## config.mk

```make
export PLATFORM = sky130hd
export DESIGN_NAME = oc_retry_controller_flat
export DESIGN_NICKNAME = d
export VERILOG_FILES = /design/src/rtl/oc_retry_controller_pkg.sv /design/src/rtl/oc_retry_controller_if.sv /design/src/rtl/oc_ctrl_timer.sv /design/src/rtl/oc_retry_controller.sv /design/src/flat_wrapper.sv
export SDC_FILE = /design/constraint.sdc
export NUM_CORES = 1
export LEC_CHECK = 0
export CORE_MARGIN = 3
export CORE_UTILIZATION = 35
export DETAILED_ROUTE_END_ITERATION = 8
export GPL_TIMING_DRIVEN = 0
export HOLD_SLACK_MARGIN = 0.15
export SYNTH_ARGS = -nofsm -noshare
export SYNTH_HDL_FRONTEND = slang
export SYNTH_SLANG_ARGS = --single-unit
```

## constraint.sdc

```tcl
create_clock -name clk -period 1.95 [get_ports clk]
set_input_delay 0.39 -clock clk [delete_from_list [all_inputs] [get_ports clk]]
set_output_delay 0.39 -clock clk [all_outputs]
set_load 0.1 [all_outputs]
```

## src/rtl/oc_retry_controller_pkg.sv

```systemverilog
// Shared types and sizing helpers for the overcurrent retry controller.
// State encoding is fixed so that debug probes read consistent values.
package oc_retry_controller_pkg;

  typedef enum logic [2:0] {
    S_IDLE     = 3'd0,
    S_RUN      = 3'd1,
    S_COOLDOWN = 3'd2,
    S_CLEAR_OC = 3'd3,
    S_LOCKOUT  = 3'd4
  } state_t;

  function automatic int retryWidth(input int maxRetries);
    return $clog2(maxRetries + 1);
  endfunction

  // Width of the shared down-counter, large enough for the longer of the two waits.
  function automatic int timerWidth(input logic [31:0] cool, input logic [31:0] pulse);
    logic [32:0] m;
    m = (cool > pulse) ? {1'b0, cool} : {1'b0, pulse};
    return $clog2(m + 33'd1);
  endfunction

endpackage

```

## src/rtl/oc_retry_controller_if.sv

```systemverilog
// Command/detector bundle between operator logic, the controller and the H-bridge side.
interface oc_retry_controller_if
  import oc_retry_controller_pkg::*;
#(
  parameter int MAX_RETRIES = 3
) ();
  localparam int RW = retryWidth(MAX_RETRIES);

  logic          run_req;
  logic          oc_in;
  logic          clear;
  logic          motor_en;
  logic          oc_reset;
  logic          fault;
  logic [RW-1:0] retry_count;

  modport master (
    output run_req, oc_in, clear,
    input  motor_en, oc_reset, fault, retry_count
  );

  modport slave (
    input  run_req, oc_in, clear,
    output motor_en, oc_reset, fault, retry_count
  );
endinterface

```

## src/rtl/oc_ctrl_timer.sv

```systemverilog
// Loadable down-counter shared by the cooldown wait and the detector reset pulse.
module oc_ctrl_timer #(
  parameter int WIDTH = 8
) (
  input  logic             clk,
  input  logic             reset,
  input  logic             i_load,
  input  logic [WIDTH-1:0] i_loadVal,
  output logic             o_done
);
  logic [WIDTH-1:0] r_count;

  // Parks at zero so a stale count can never wrap while unused.
  always_ff @(posedge clk) begin
    if (reset) begin
      r_count <= '0;
    end else if (i_load) begin
      r_count <= i_loadVal;
    end else if (r_count != '0) begin
      r_count <= r_count - 1'b1;
    end
  end

  assign o_done = (r_count == '0);
endmodule

```

## src/rtl/oc_retry_controller.sv

```systemverilog
// Supervisory sequencer: gates motor drive, retries after overcurrent trips,
// and latches a lockout after too many consecutive trips.
module oc_retry_controller
  import oc_retry_controller_pkg::*;
#(
  parameter logic [31:0] COOLDOWN    = 32'd1000000,
  parameter int          MAX_RETRIES = 3,
  parameter int          RST_PULSE   = 2,
  parameter logic [31:0] GOOD_TIME   = 32'd5000000
) (
  input logic                  clk,
  input logic                  reset,
  oc_retry_controller_if.slave bus
);
  localparam int RW = retryWidth(MAX_RETRIES);
  localparam int TW = timerWidth(COOLDOWN, 32'(RST_PULSE));

  // The timer counts down to zero inclusive, so load one less than the dwell.
  localparam logic [TW-1:0] COOL_LOAD  = TW'(COOLDOWN - 32'd1);
  localparam logic [TW-1:0] PULSE_LOAD = TW'(RST_PULSE - 1);
  localparam logic [RW-1:0] LAST_RETRY = RW'(MAX_RETRIES - 1);
  localparam logic [31:0]   GOOD_LAST  = GOOD_TIME - 32'd1;

  state_t        r_state;
  logic          r_motorEn;
  logic          r_ocReset;
  logic          r_fault;
  logic [RW-1:0] r_retry;
  logic [31:0]   r_good;

  logic          w_timerDone;
  logic          w_lastTrip;
  logic          w_trip;
  logic          w_toCool;
  logic          w_toClear;
  logic          w_load;
  logic [TW-1:0] w_loadVal;

  assign w_lastTrip = (r_retry == LAST_RETRY);
  assign w_trip     = (r_state == S_RUN) && bus.oc_in;
  assign w_toCool   = w_trip && !w_lastTrip;
  assign w_toClear  = ((r_state == S_IDLE) && bus.oc_in)
                   || ((r_state == S_COOLDOWN) && w_timerDone)
                   || ((r_state == S_LOCKOUT) && bus.clear && !bus.run_req);
  assign w_load     = w_toCool || w_toClear;
  assign w_loadVal  = w_toCool ? COOL_LOAD : PULSE_LOAD;

  oc_ctrl_timer #(.WIDTH(TW)) u_timer (
    .clk       (clk),
    .reset     (reset),
    .i_load    (w_load),
    .i_loadVal (w_loadVal),
    .o_done    (w_timerDone)
  );

  // Outputs are written alongside each transition so they always reflect the next state.
  always_ff @(posedge clk) begin
    if (reset) begin
      r_state   <= S_IDLE;
      r_motorEn <= 1'b0;
      r_ocReset <= 1'b0;
      r_fault   <= 1'b0;
      r_retry   <= '0;
      r_good    <= '0;
    end else begin
      case (r_state)
        S_IDLE: begin
          if (w_toClear) begin
            r_state   <= S_CLEAR_OC;
            r_ocReset <= 1'b1;
          end else if (bus.run_req) begin
            r_state   <= S_RUN;
            r_motorEn <= 1'b1;
            r_good    <= '0;
          end
        end
        S_RUN: begin
          if (w_trip) begin
            r_retry   <= r_retry + 1'b1;
            r_motorEn <= 1'b0;
            r_good    <= '0;
            if (w_lastTrip) begin
              r_state <= S_LOCKOUT;
              r_fault <= 1'b1;
            end else begin
              r_state <= S_COOLDOWN;
            end
          end else if (!bus.run_req) begin
            r_state   <= S_IDLE;
            r_motorEn <= 1'b0;
            r_good    <= '0;
          end else if (r_good == GOOD_LAST) begin
            r_retry <= '0;
            r_good  <= '0;
          end else begin
            r_good <= r_good + 32'd1;
          end
        end
        S_COOLDOWN: begin
          if (w_toClear) begin
            r_state   <= S_CLEAR_OC;
            r_ocReset <= 1'b1;
          end
        end
        S_CLEAR_OC: begin
          if (w_timerDone) begin
            r_ocReset <= 1'b0;
            if (bus.run_req) begin
              r_state   <= S_RUN;
              r_motorEn <= 1'b1;
              r_good    <= '0;
            end else begin
              r_state <= S_IDLE;
            end
          end
        end
        S_LOCKOUT: begin
          // Clear is honoured only with run dropped, so releasing cannot restart the motor.
          if (w_toClear) begin
            r_state   <= S_CLEAR_OC;
            r_ocReset <= 1'b1;
            r_fault   <= 1'b0;
            r_retry   <= '0;
          end
        end
        default: begin
          r_state   <= S_IDLE;
          r_motorEn <= 1'b0;
          r_ocReset <= 1'b0;
          r_fault   <= 1'b0;
          r_retry   <= '0;
          r_good    <= '0;
        end
      endcase
    end
  end

  assign bus.motor_en    = r_motorEn;
  assign bus.oc_reset    = r_ocReset;
  assign bus.fault       = r_fault;
  assign bus.retry_count = r_retry;
endmodule
```

## src/flat_wrapper.sv

```systemverilog
// flat-port wrapper written by rule: the top's interface ports become plain ports
module oc_retry_controller_flat import oc_retry_controller_pkg::*;
#(
  parameter logic [31:0] COOLDOWN    = 32'd1000000,
  parameter int          MAX_RETRIES = 3,
  parameter int          RST_PULSE   = 2,
  parameter logic [31:0] GOOD_TIME   = 32'd5000000
)
  (clk, reset, bus_run_req, bus_oc_in, bus_clear, bus_motor_en, bus_oc_reset, bus_fault, bus_retry_count);
  oc_retry_controller_if #(.MAX_RETRIES(MAX_RETRIES)) bus_i ();
  input logic clk;
  input logic reset;
  input wire logic [$bits(bus_i.run_req)-1:0] bus_run_req;
  input wire logic [$bits(bus_i.oc_in)-1:0] bus_oc_in;
  input wire logic [$bits(bus_i.clear)-1:0] bus_clear;
  output wire logic [$bits(bus_i.motor_en)-1:0] bus_motor_en;
  output wire logic [$bits(bus_i.oc_reset)-1:0] bus_oc_reset;
  output wire logic [$bits(bus_i.fault)-1:0] bus_fault;
  output wire logic [$bits(bus_i.retry_count)-1:0] bus_retry_count;
  assign bus_i.run_req = bus_run_req;
  assign bus_i.oc_in = bus_oc_in;
  assign bus_i.clear = bus_clear;
  assign bus_motor_en = bus_i.motor_en;
  assign bus_oc_reset = bus_i.oc_reset;
  assign bus_fault = bus_i.fault;
  assign bus_retry_count = bus_i.retry_count;
  oc_retry_controller #(.COOLDOWN(COOLDOWN), .MAX_RETRIES(MAX_RETRIES), .RST_PULSE(RST_PULSE), .GOOD_TIME(GOOD_TIME)) u_core (.clk(clk), .reset(reset), .bus(bus_i));
endmodule
```

Word-level counts from Yosys, hierarchy flattened
Index checks and enable logic that the tools add are counted.

storage, ports and cells
  register bits after elaboration = 60

operators by class
  add/subtract/negate cells = 3
  eq/ne operators = 17
  mux-type cells = 37
  bitwise operators = 3
  reduce and logical (&&, ||, !) cells = 24

operator list
  operator                                               count
  two-way mux 32 bit                                     6
  one-hot mux 32 bit (4 select lines)                    1
  two-way mux 20 bit                                     3
  adder 32 x 1 -> 32 bit, second input constant          1
  equality test 32 x 23 -> 1 bit, second input constant  1
  two-way mux 3 bit                                      7
  logical NOT 20 bit                                     1
  nonzero test 20 bit                                    1
  subtractor 20 x 1 -> 20 bit, second input constant     1
  AND reduction 4 bit                                    4
  inequality test 2 x 1 -> 1 bit, second input constant  6
  inequality test 3 x 2 -> 1 bit, second input constant  4
  one-hot mux 3 bit (4 select lines)                     1
  two-way mux 1 bit                                      11
  two-way mux 2 bit                                      4
  equality test 3 x 2 -> 1 bit, second input constant    2
  logical AND 1 bit                                      6
  one-hot mux 1 bit (3 select lines)                     2
  one-hot mux 2 bit (3 select lines)                     1
  AND reduction 3 bit                                    2
  OR reduction 3 bit                                     2
  one-hot mux 1 bit (4 select lines)                     1
  equality test 3 x 1 -> 1 bit, second input constant    1
  equality test 3 bit, second input constant             1
  9 further kinds                                        14

Logic depth before layout (Yosys ltp)
Gate-level depths: netlist of run 1.

  depth in word-level cells = 6
  mapped depth = 9
  gate-level depth less buffers = 8

Cells and area by module
A second synthesis of run 1 with hierarchy kept.

unflattened totals
  cell total of the unflattened synthesis = 375
  area total of the unflattened synthesis = 3240.6 sq um

modules (own cells, without submodules)
  module               instances  cells each  area an instance (sq um)
  oc_retry_controller  1          253         2159.6
  oc_ctrl_timer        1          122         1081.0

Worst setup path after synthesis of run 1
Ideal clock, no wire load.

  kind = register to register
  start = register u_core.r_retry[0], in the netlist u_core.bus.retry_count[0]
  end = register u_core.u_timer.r_count[10]
  setup time = 0.120 ns
  arrival time = 2.204 ns
  required time = 1.830 ns
  path slack = -0.374 ns
  stages on the path, launching flop included = 8
  clock period less this slack = 2.324 ns
  cell sequence = dfxtp_1 -> inv_1 -> ha_1 -> nand2b_1 -> nor2b_1 -> a211oi_1 -> xnor2_1 -> nor2_1

between the ends
  word-level cells in the longest chain between the ends = 5
  elaborated cells between the ends (all ways) = 6

RTL lines
  element                                                   line                       RTL
  from (decl)                                               oc_retry_controller.sv:28  logic [RW-1:0] r_retry;
  from (signal assigned)                                    oc_retry_controller.sv:79  r_retry <= r_retry + 1'b1;
  equality test 2 bit (*)                                   oc_retry_controller.sv:39  assign w_lastTrip = (r_retry == LAST_RETRY);
  logical NOT 1 bit (*)                                     oc_retry_controller.sv:41  assign w_toCool = w_trip && !w_lastTrip;
  logical AND 1 bit (*)                                     oc_retry_controller.sv:41
  logical OR 1 bit (*)                                      oc_retry_controller.sv:45  assign w_load = w_toCool || w_toClear;
  two-way mux 20 bit or nonzero test 2 bit (tied branches)  -
  to (signal assigned)                                      oc_ctrl_timer.sv:18        r_count <= i_loadVal;
  to (signal assigned)                                      oc_ctrl_timer.sv:20        r_count <= r_count - 1'b1;
  to (decl)                                                 oc_ctrl_timer.sv:11        logic [WIDTH-1:0] r_count;

Mark *: on every way between the ends. The rest lies on a longest branch, timed or not.
A chain may end at the register's enable or synchronous reset.

Final worst setup path of run 1
  start = register u_core.r_state[0]
  end = register u_core.r_good[15]

between the ends
  word-level cells in the longest chain between the ends = 6
  elaborated cells between the ends (all ways) = 19

RTL lines
  element                                                     line                                                                             RTL
  from (decl)                                                 oc_retry_controller.sv:24                                                        state_t r_state;
  from (signal assigned)                                      oc_retry_controller.sv:59                                                        r_state <= S_IDLE;
  from (signal assigned)                                      oc_retry_controller.sv:69                                                        r_state <= S_CLEAR_OC;
  from (signal assigned)                                      oc_retry_controller.sv:72                                                        r_state <= S_RUN;
  equality test 3 x 2 -> 1 bit, or another cell as far along  oc_retry_controller.sv:43, oc_retry_controller.sv:66
  logical AND 1 bit, on equally long branches                 oc_retry_controller.sv:43, oc_retry_controller.sv:42, oc_retry_controller.sv:44
  logical OR 1 bit or logical AND 1 bit (tied branches)       oc_retry_controller.sv:43, oc_retry_controller.sv:44
  logical OR 1 bit                                            oc_retry_controller.sv:44                                                        || ((r_state == S_LOCKOUT) && bus.clear && !bus.run_req);
  inequality test 2 bit (no line)                             -
  AND reduction 3 bit (no line)                               -
  to (signal assigned)                                        oc_retry_controller.sv:96                                                        r_good <= r_good + 32'd1;
  to (decl)                                                   oc_retry_controller.sv:29                                                        logic [31:0] r_good;

Several ways; a longest one is shown, not always the timed one.

==> results of run 1 <==
## placed cells by master (no fill, tap or decap), drive strengths merged, types with 3 or more instances in the layout
master	count
a211oi	6
nor2b	8
xor2	5
nand3	21
nand4b	3
nor4	6
clkdlybuf4s15	3
and3	5
and4	6
buf	44
nor3b	4
or3	8
o21ai	45
inv	4
a21o	3
xnor2	11
nand2	36
o31ai	10
dfxtp	60
a31oi	16
nor3	16
ha	4
clkbuf	23
or2	3
nor2	34
nand3b	3
nand4	7
and2	7
a21oi	26
nand2b	11
## cell type report
type,count,area share [%]
clock buffer,14,3.39
timing repair buffer,40,8.06
sequential,60,27.8
buffer,20,3.64
tap,129,3.58
inverter,4,0.333
multi-input combinational,329,52.9
clock inverter,2,0.222
## per-layer routing
metal	routed length, um	up-vias	global-route usage [%]
met1	4290	1621	20.3
li1	-	1639	-
met5	0	-	0
met2	4920	55	28.6
met4	207	0	7.22
met3	327	21	3.79
## stage by stage
| step | setup slack [ns] | hold WS, ns | total power, mW | TNS (ns) |
|---|---|---|---|---|
| detailed placement | -0.598 | 0.454 | 3.64 | -24.92 |
| finish | -0.00358 | 0.436 | 5.42 | -0.00455 |
| global route | -0.148 | 0.451 | 5.76 | -2.66 |
| global placement | -0.588 | 0.445 | 3.62 | -23.81 |
| floorplan | 0.0184 | 0.420 | 3.24 | 0 |
| CTS | -0.00614 | 0.464 | 4.95 | -0.00614 |
## cell usage after synthesis (all sizes together) (3+ instances only)
library cell   n
clkbuf        10
nor3b          4
nor2          34
ha             4
or2            3
dfxtp         60
and4           6
nand2b        11
o21ai         45
nand3         21
nand2         36
o31ai         10
nand3b         3
a21o           3
inv            4
and3           5
and2           7
buf           13
nand4b         3
xnor2         11
nand4          7
a31oi         16
nor2b          8
xor2           5
a21oi         26
a211oi         6
or3            8
nor3          16
nor4           6
## worst reg2reg max path: stages, from the launching register on
cell	delay, ns
dfxtp_2	0.33
buf_6	0.12
or3b_4	0.42
or3_4	0.38
nor2_4	0.22
buf_6	0.18
nand2_2	0.06
o31ai_2	0.17
## cell families after synthesis
group | count (synthesis) | synth area share [%]
flip-flops | 60 | 35.7
AO/OA/AOI/OAI | 124 | 22.7
multiplexers | 1 | 0.298
XOR/XNOR | 16 | 4.17
AND/OR/NAND/NOR | 184 | 31.3
adder cells (fa/ha/maj) | 4 | 1.49
buffers and inverters | 27 | 4.35
## flip-flops by register name, summed over array words and instances (netlist names)
signal	flops
u_core.bus.retry_count	2
u_core.bus.oc_reset	1
u_core.r_good	32
u_core.r_state	3
u_core.bus.fault	1
u_core.u_timer.r_count	20
u_core.bus.motor_en	1
## power groups by stage
stage	Sequential, mW	Combinational, mW	Clock [mW]
detailed placement	1.68	1.96	0
floorplan	1.74	1.49	0
global route	1.75	2.94	1.06
finish	1.72	2.70	0.998
CTS	1.68	2.26	1.02
global placement	1.67	1.94	0
## worst max-delay path by stage
stage                                   start                end  cells past startpoint
floorplan           u_core.u_timer.r_count[0]  u_core.r_good[15]                      9
global placement                        reset  u_core.r_state[2]                      5
detailed placement                      reset  u_core.r_state[2]                      5
CTS                         u_core.r_state[0]  u_core.r_good[15]                      7
global route                u_core.r_good[18]  u_core.r_good[15]                      8
finish                      u_core.r_state[0]  u_core.r_good[15]                      7
## repair_timing
action                                 CTS  global route
setup endpoints to repair               61            58
buffers inserted                         6            20
endpoints found under the hold margin    0             0
pin swaps                                7            37
gates cloned                             2             4
gates resized for setup                 39           106
==> out/metrics.cfg, run 1 <==
[power]
irDropWorstVdd_v=0.000884
p_int_mw=3.24
p_clk_share_pct=18.4
pwr_density_cell_nw_per_um2=1200
pwr-share-seq_pct=31.8
switching_share_pct=40.2
p_switching_mw=2.18
power_frac_comb_pct=49.8
power_leakage_nw=1.58

[yosys]
synth_edf_count=0
yosys.cell_types.count=62
synth-seq-cells=60
synth_area_um2=3360
ys_seq_area_share_pct=35.7
syn_inst=416
synth_top_area_share_pct=35.7
yosysWarnings=0
synth_fp_nets=425
synthArstFlopShare_pct=0
synth.area.top_cells=dfxtp_1 36%, o21ai_1 4.0%, nand2_1 3.9%
syn_area_per_cell_um2=8.08
synthFlopType=dfxtp_1
yosysTopAreaCell=dfxtp_1

[floorplan]
chipHeight_um=104
floorplan.die_area_um2=10800
dieWidth_um=104
ios=10
core_um2=9280
initial_core_util_pct=36.2
rows=35

[critical_path]
crit_path_start_kind=register
crit_chain=buf_6 > or3b_4 > or3_4 > nor2_4 > buf_6 > nand2_2 > o31ai_2
crit_buf_inv=2
ff2ff_path_depth=7
cp.arrival_ns=2.22
r2r_setup_slack_ns=-0.004
cpMostUsedCell=buf_6
crit_path_max_fanout=8
path_class=reg2reg
crit_family=simple AND/OR/NAND/NOR gates
cpMaxStageDelayCell=or3b_4
rr_endpoint=u_core.r_good[15]
crit_required_ns=2.22
r2r_start=u_core.r_state[0]
cp-end-kind=register
cpPeakStageDelay_ns=0.42

[grt]
grt_max_degree=11
grt_pass1_wl_mm=15.1
grt_pass1_vias=3214
antenna_found_initial=0
grt_use_total_pct=16.8
overflow=0

[cts]
cts_tree=yes
cts.sinks=60
ctsLongestPathBuffers=2
cts.root.buffer_cell=clkbuf_8
cts_hold_buf=0
clk_pin_slew_ns=0.07
cts_buffers=9
worstSkewPairLatency_ns=0.35
htreeDepth=3

[worst_hold_path]
hp-start=u_core.r_good[5]
hp-class=reg2reg
holdPathEnd=u_core.r_good[5]
whs_path_depth=1

[sta]
period_share_pct=100
rsz0062_at_grt=true
worst_pin_slew_ns=0.957
fmax_ghz=0.512
finalMaxSlewViolations=0
layout_min_cycle_time_ns=1.95
relSlewSlack_pct=36.4
clock_skew_ns=0.00872
worst_slack_ns=-0.00358
setup_viol=2
finalHoldViolCount=0

[cells_and_area]
finalNonFillerCells=598
finalInstanceArea_um2=4500
fillCellCount=903
seq_area_um2=1250
multi_input_area_um2=2380
syn2layout_area_growth_pct=33.9
nNetsFinal=473
drive_gt1_share_pct=32.4
diodes=0
fin_util_pct=48.5

[placement]
port_buffers=8
gp_congestion=0.822
dp_cells=553
hpwl_mm=5.73
dpl_cell_area_um2=3610

[route]
drtAntennaViolNets=0
avgRoutedWirePerCell_um=16.3
dr.pass1.iters=4
drtIter0Drc=124
vias_per_cell=5.58
drc=0
wl_mm=9.75
vias=3336

[job]
drv_cap=0

[run_status]
status=complete, but fails checks
violations=setup timing

No activity file was read; power rests on OpenSTA's default activity.
==> run 2, diff against run 1 <==
--- a/config.mk
+++ b/config.mk
@@ -5,8 +5,9 @@
 export SDC_FILE = /design/constraint.sdc
 export NUM_CORES = 1
 export LEC_CHECK = 0
-export CORE_MARGIN = 3
+export CORE_MARGIN = 2
 export CORE_UTILIZATION = 35
+export CTS_CLUSTER_DIAMETER = 60
 export DETAILED_ROUTE_END_ITERATION = 8
 export GPL_TIMING_DRIVEN = 0
 export HOLD_SLACK_MARGIN = 0.15
==> run 2 against run 1 <==
  * First-iteration DRC count grew 12%
  * The flow still finishes with violations (setup timing)
  * Highest routed layer unchanged
  * Sequential share of layout area increased by 0.41 points
  * Final cell count is 0.33% lower
==> out/metrics.cfg, run 2 (synthesized netlist as in run 1, its figures left out) <==
[run_status]
status=complete, but fails checks
violations=setup timing

[cells_and_area]
syn2layout_area_growth_pct=31.0
top_regs=u_core.r_good: 32 flops, u_core.u_timer.r_count: 20 flops, u_core.r_state: 3 flops
largest_reg_flops=32  ; unchanged
diodes=0  ; unchanged
final_cell_mix=38 x dfxtp_1, 35 x nand2_1, 33 x nor2_1
drive_gt1_share_pct=28.3  ; -4.1 points
finalNonFillerCells=596  ; -0.33%
fin_util_pct=47.4  ; -1.1 points
nNetsFinal=471  ; -0.42%
layout_commonest_cell=dfxtp_1
regMostFlops=u_core.r_good

[placement]
dp_cells=553  ; unchanged
gp_congestion=0.822  ; about the same
hpwl_mm=5.79  ; +1.1%
port_buffers=8  ; unchanged

[route]
drtAntennaViolNets=0  ; unchanged
vias=3288  ; -1.4%
vias_per_cell=5.52  ; -1.1%
dr.pass1.iters=4  ; unchanged
drc=0  ; unchanged
avgRoutedWirePerCell_um=15.5  ; -5.1%
drtIter0Drc=139  ; +12%
wl_mm=9.22  ; -5.4%

[sta]
period_share_pct=102  ; +1.8 points
finalHoldViolCount=0  ; unchanged
worst_pin_slew_ns=0.963  ; +0.00620 ns
fin_tns_setup_ns=-0.0657  ; -0.0611 ns
finalMaxSlewViolations=0  ; unchanged
clock_skew_ns=0.00797  ; -0.000756 ns
fmax_ghz=0.503  ; -1.8%
hold-worst-slack_ns=0.433  ; -0.00299 ns
layout_min_cycle_time_ns=1.99  ; +0.0352 ns
relSlewSlack_pct=36.0  ; -0.42 points
worst_slack_ns=-0.0388  ; -0.0352 ns
rsz0062_at_grt=true
setup_viol=4  ; +2

[power]
power_frac_comb_pct=46.4  ; -3.4 points
power_leakage_nw=1.60  ; +1.3%
p_switching_mw=2.15  ; -1.2%
pwr-share-seq_pct=30.9  ; -0.9 points
switching_share_pct=38.5  ; -1.7 points
p_int_mw=3.44  ; +6.2%
irDropWorstVdd_v=0.000893  ; +0.99%
pwr_density_cell_nw_per_um2=1270  ; +5.5%
p_clk_share_pct=22.7  ; +4.3 points

[cts]
cts_tree=yes
cts.sinks=60  ; unchanged
cts.root.buffer_cell=clkbuf_8
cts_buffers=9  ; unchanged
clk_pin_slew_ns=0.07  ; about the same
worstSkewPairLatency_ns=0.36  ; about the same
htreeDepth=3  ; unchanged
ctsLongestPathBuffers=2  ; unchanged
cts_hold_buf=0  ; unchanged

[grt]
antenna_found_initial=0  ; unchanged
grt_pass1_vias=3096  ; -3.7%
grt_max_degree=11  ; unchanged
overflow=0  ; unchanged
grt_pass1_wl_mm=14.6  ; -3.7%
grt_use_total_pct=17.4  ; +0.64 points

[critical_path]
cp-end-kind=register
cp-startpoint=u_core.r_state[0]
crit_path_start_kind=register
crit_required_ns=2.22  ; about the same
cp.arrival_ns=2.26  ; +0.04 ns
r2r_start=u_core.r_state[0]
path_class=reg2reg
crit_path_max_fanout=10  ; +2

[floorplan]
dieWidth_um=102  ; -1.9%
initial_core_util_pct=36.2  ; unchanged
rows=35  ; unchanged
ios=10  ; unchanged
floorplan.die_area_um2=10400  ; -3.8%
core_um2=9280  ; unchanged
chipHeight_um=102  ; -1.9%

[worst_hold_path]
hp-start=u_core.r_good[5]
hp-class=reg2reg

[job]
drv_cap=0  ; unchanged

-- run 2: power groups by stage --
stage,registers (mW),logic [mW],clock network (mW)
finish,1.73,2.60,1.27
global route,1.76,2.85,1.34
CTS,1.69,2.17,1.29
detailed placement,1.68,1.96,0
global placement,1.67,1.95,0
floorplan,1.74,1.49,0
-- run 2: worst max-delay path: stages, from the launching register on --
cell and delay (ns):
dfxtp_2 0.33, buf_6 0.13, or3b_4 0.42, or3_4 0.41
nor2_4 0.20, buf_8 0.17, nand2_1 0.08, o31ai_2 0.17
-- run 2: timing repair --
action                                  4_1_cts  5_1_grt
buffers inserted                              6       20
endpoints found under the setup margin       61       47
pin swaps                                     5       19
gates resized for setup                      43       76
cloned                                        0        3
-- run 2: layout make-up --
| type | instances | area (um^2) |
|---|---|---|
| Fill cell | 888 | 4880 |
| Multi-Input combinational cell | 329 | 2280 |
| Sequential cell | 60 | 1240 |
| Timing Repair Buffer | 37 | 309 |
| Buffer | 21 | 175 |
| Tap cell | 129 | 161 |
| Clock buffer | 11 | 141 |
| Clock inverter | 5 | 75.1 |
| Inverter | 4 | 15.0 |
-- run 2: through the flow --
step           worst slack [ns]  area (um^2)  power, mW
2_1_floorplan            0.0184         3370       3.24
3_3_place_gp             -0.597         3610       3.62
3_5_place_dp             -0.591         3610       3.64
4_1_cts                 -0.0125         4020       5.15
5_1_grt                  -0.114         4400       5.96
6_report                -0.0388         4400       5.59
-- run 2: worst paths after layout --
check	end	slack, ns	depth (start not counted)
worst max-delay path	u_core.r_good[15]	-0.04	7
worst min-delay path	u_core.r_good[5]	0.43	1
worst max register to register	u_core.r_good[15]	-0.04	7
worst min register to register	u_core.r_good[5]	0.43	1
-- run 2: per-layer routing --
| layer | vias up | routed length, um | GRT usage [%] |
|---|---|---|---|
| li1 | 1643 | - | - |
| met1 | 1573 | 4010 | 20.8 |
| met2 | 57 | 4700 | 30.0 |
| met3 | 15 | 335 | 4.31 |
| met4 | 0 | 170 | 7.28 |
| met5 | - | 0 | 0 |
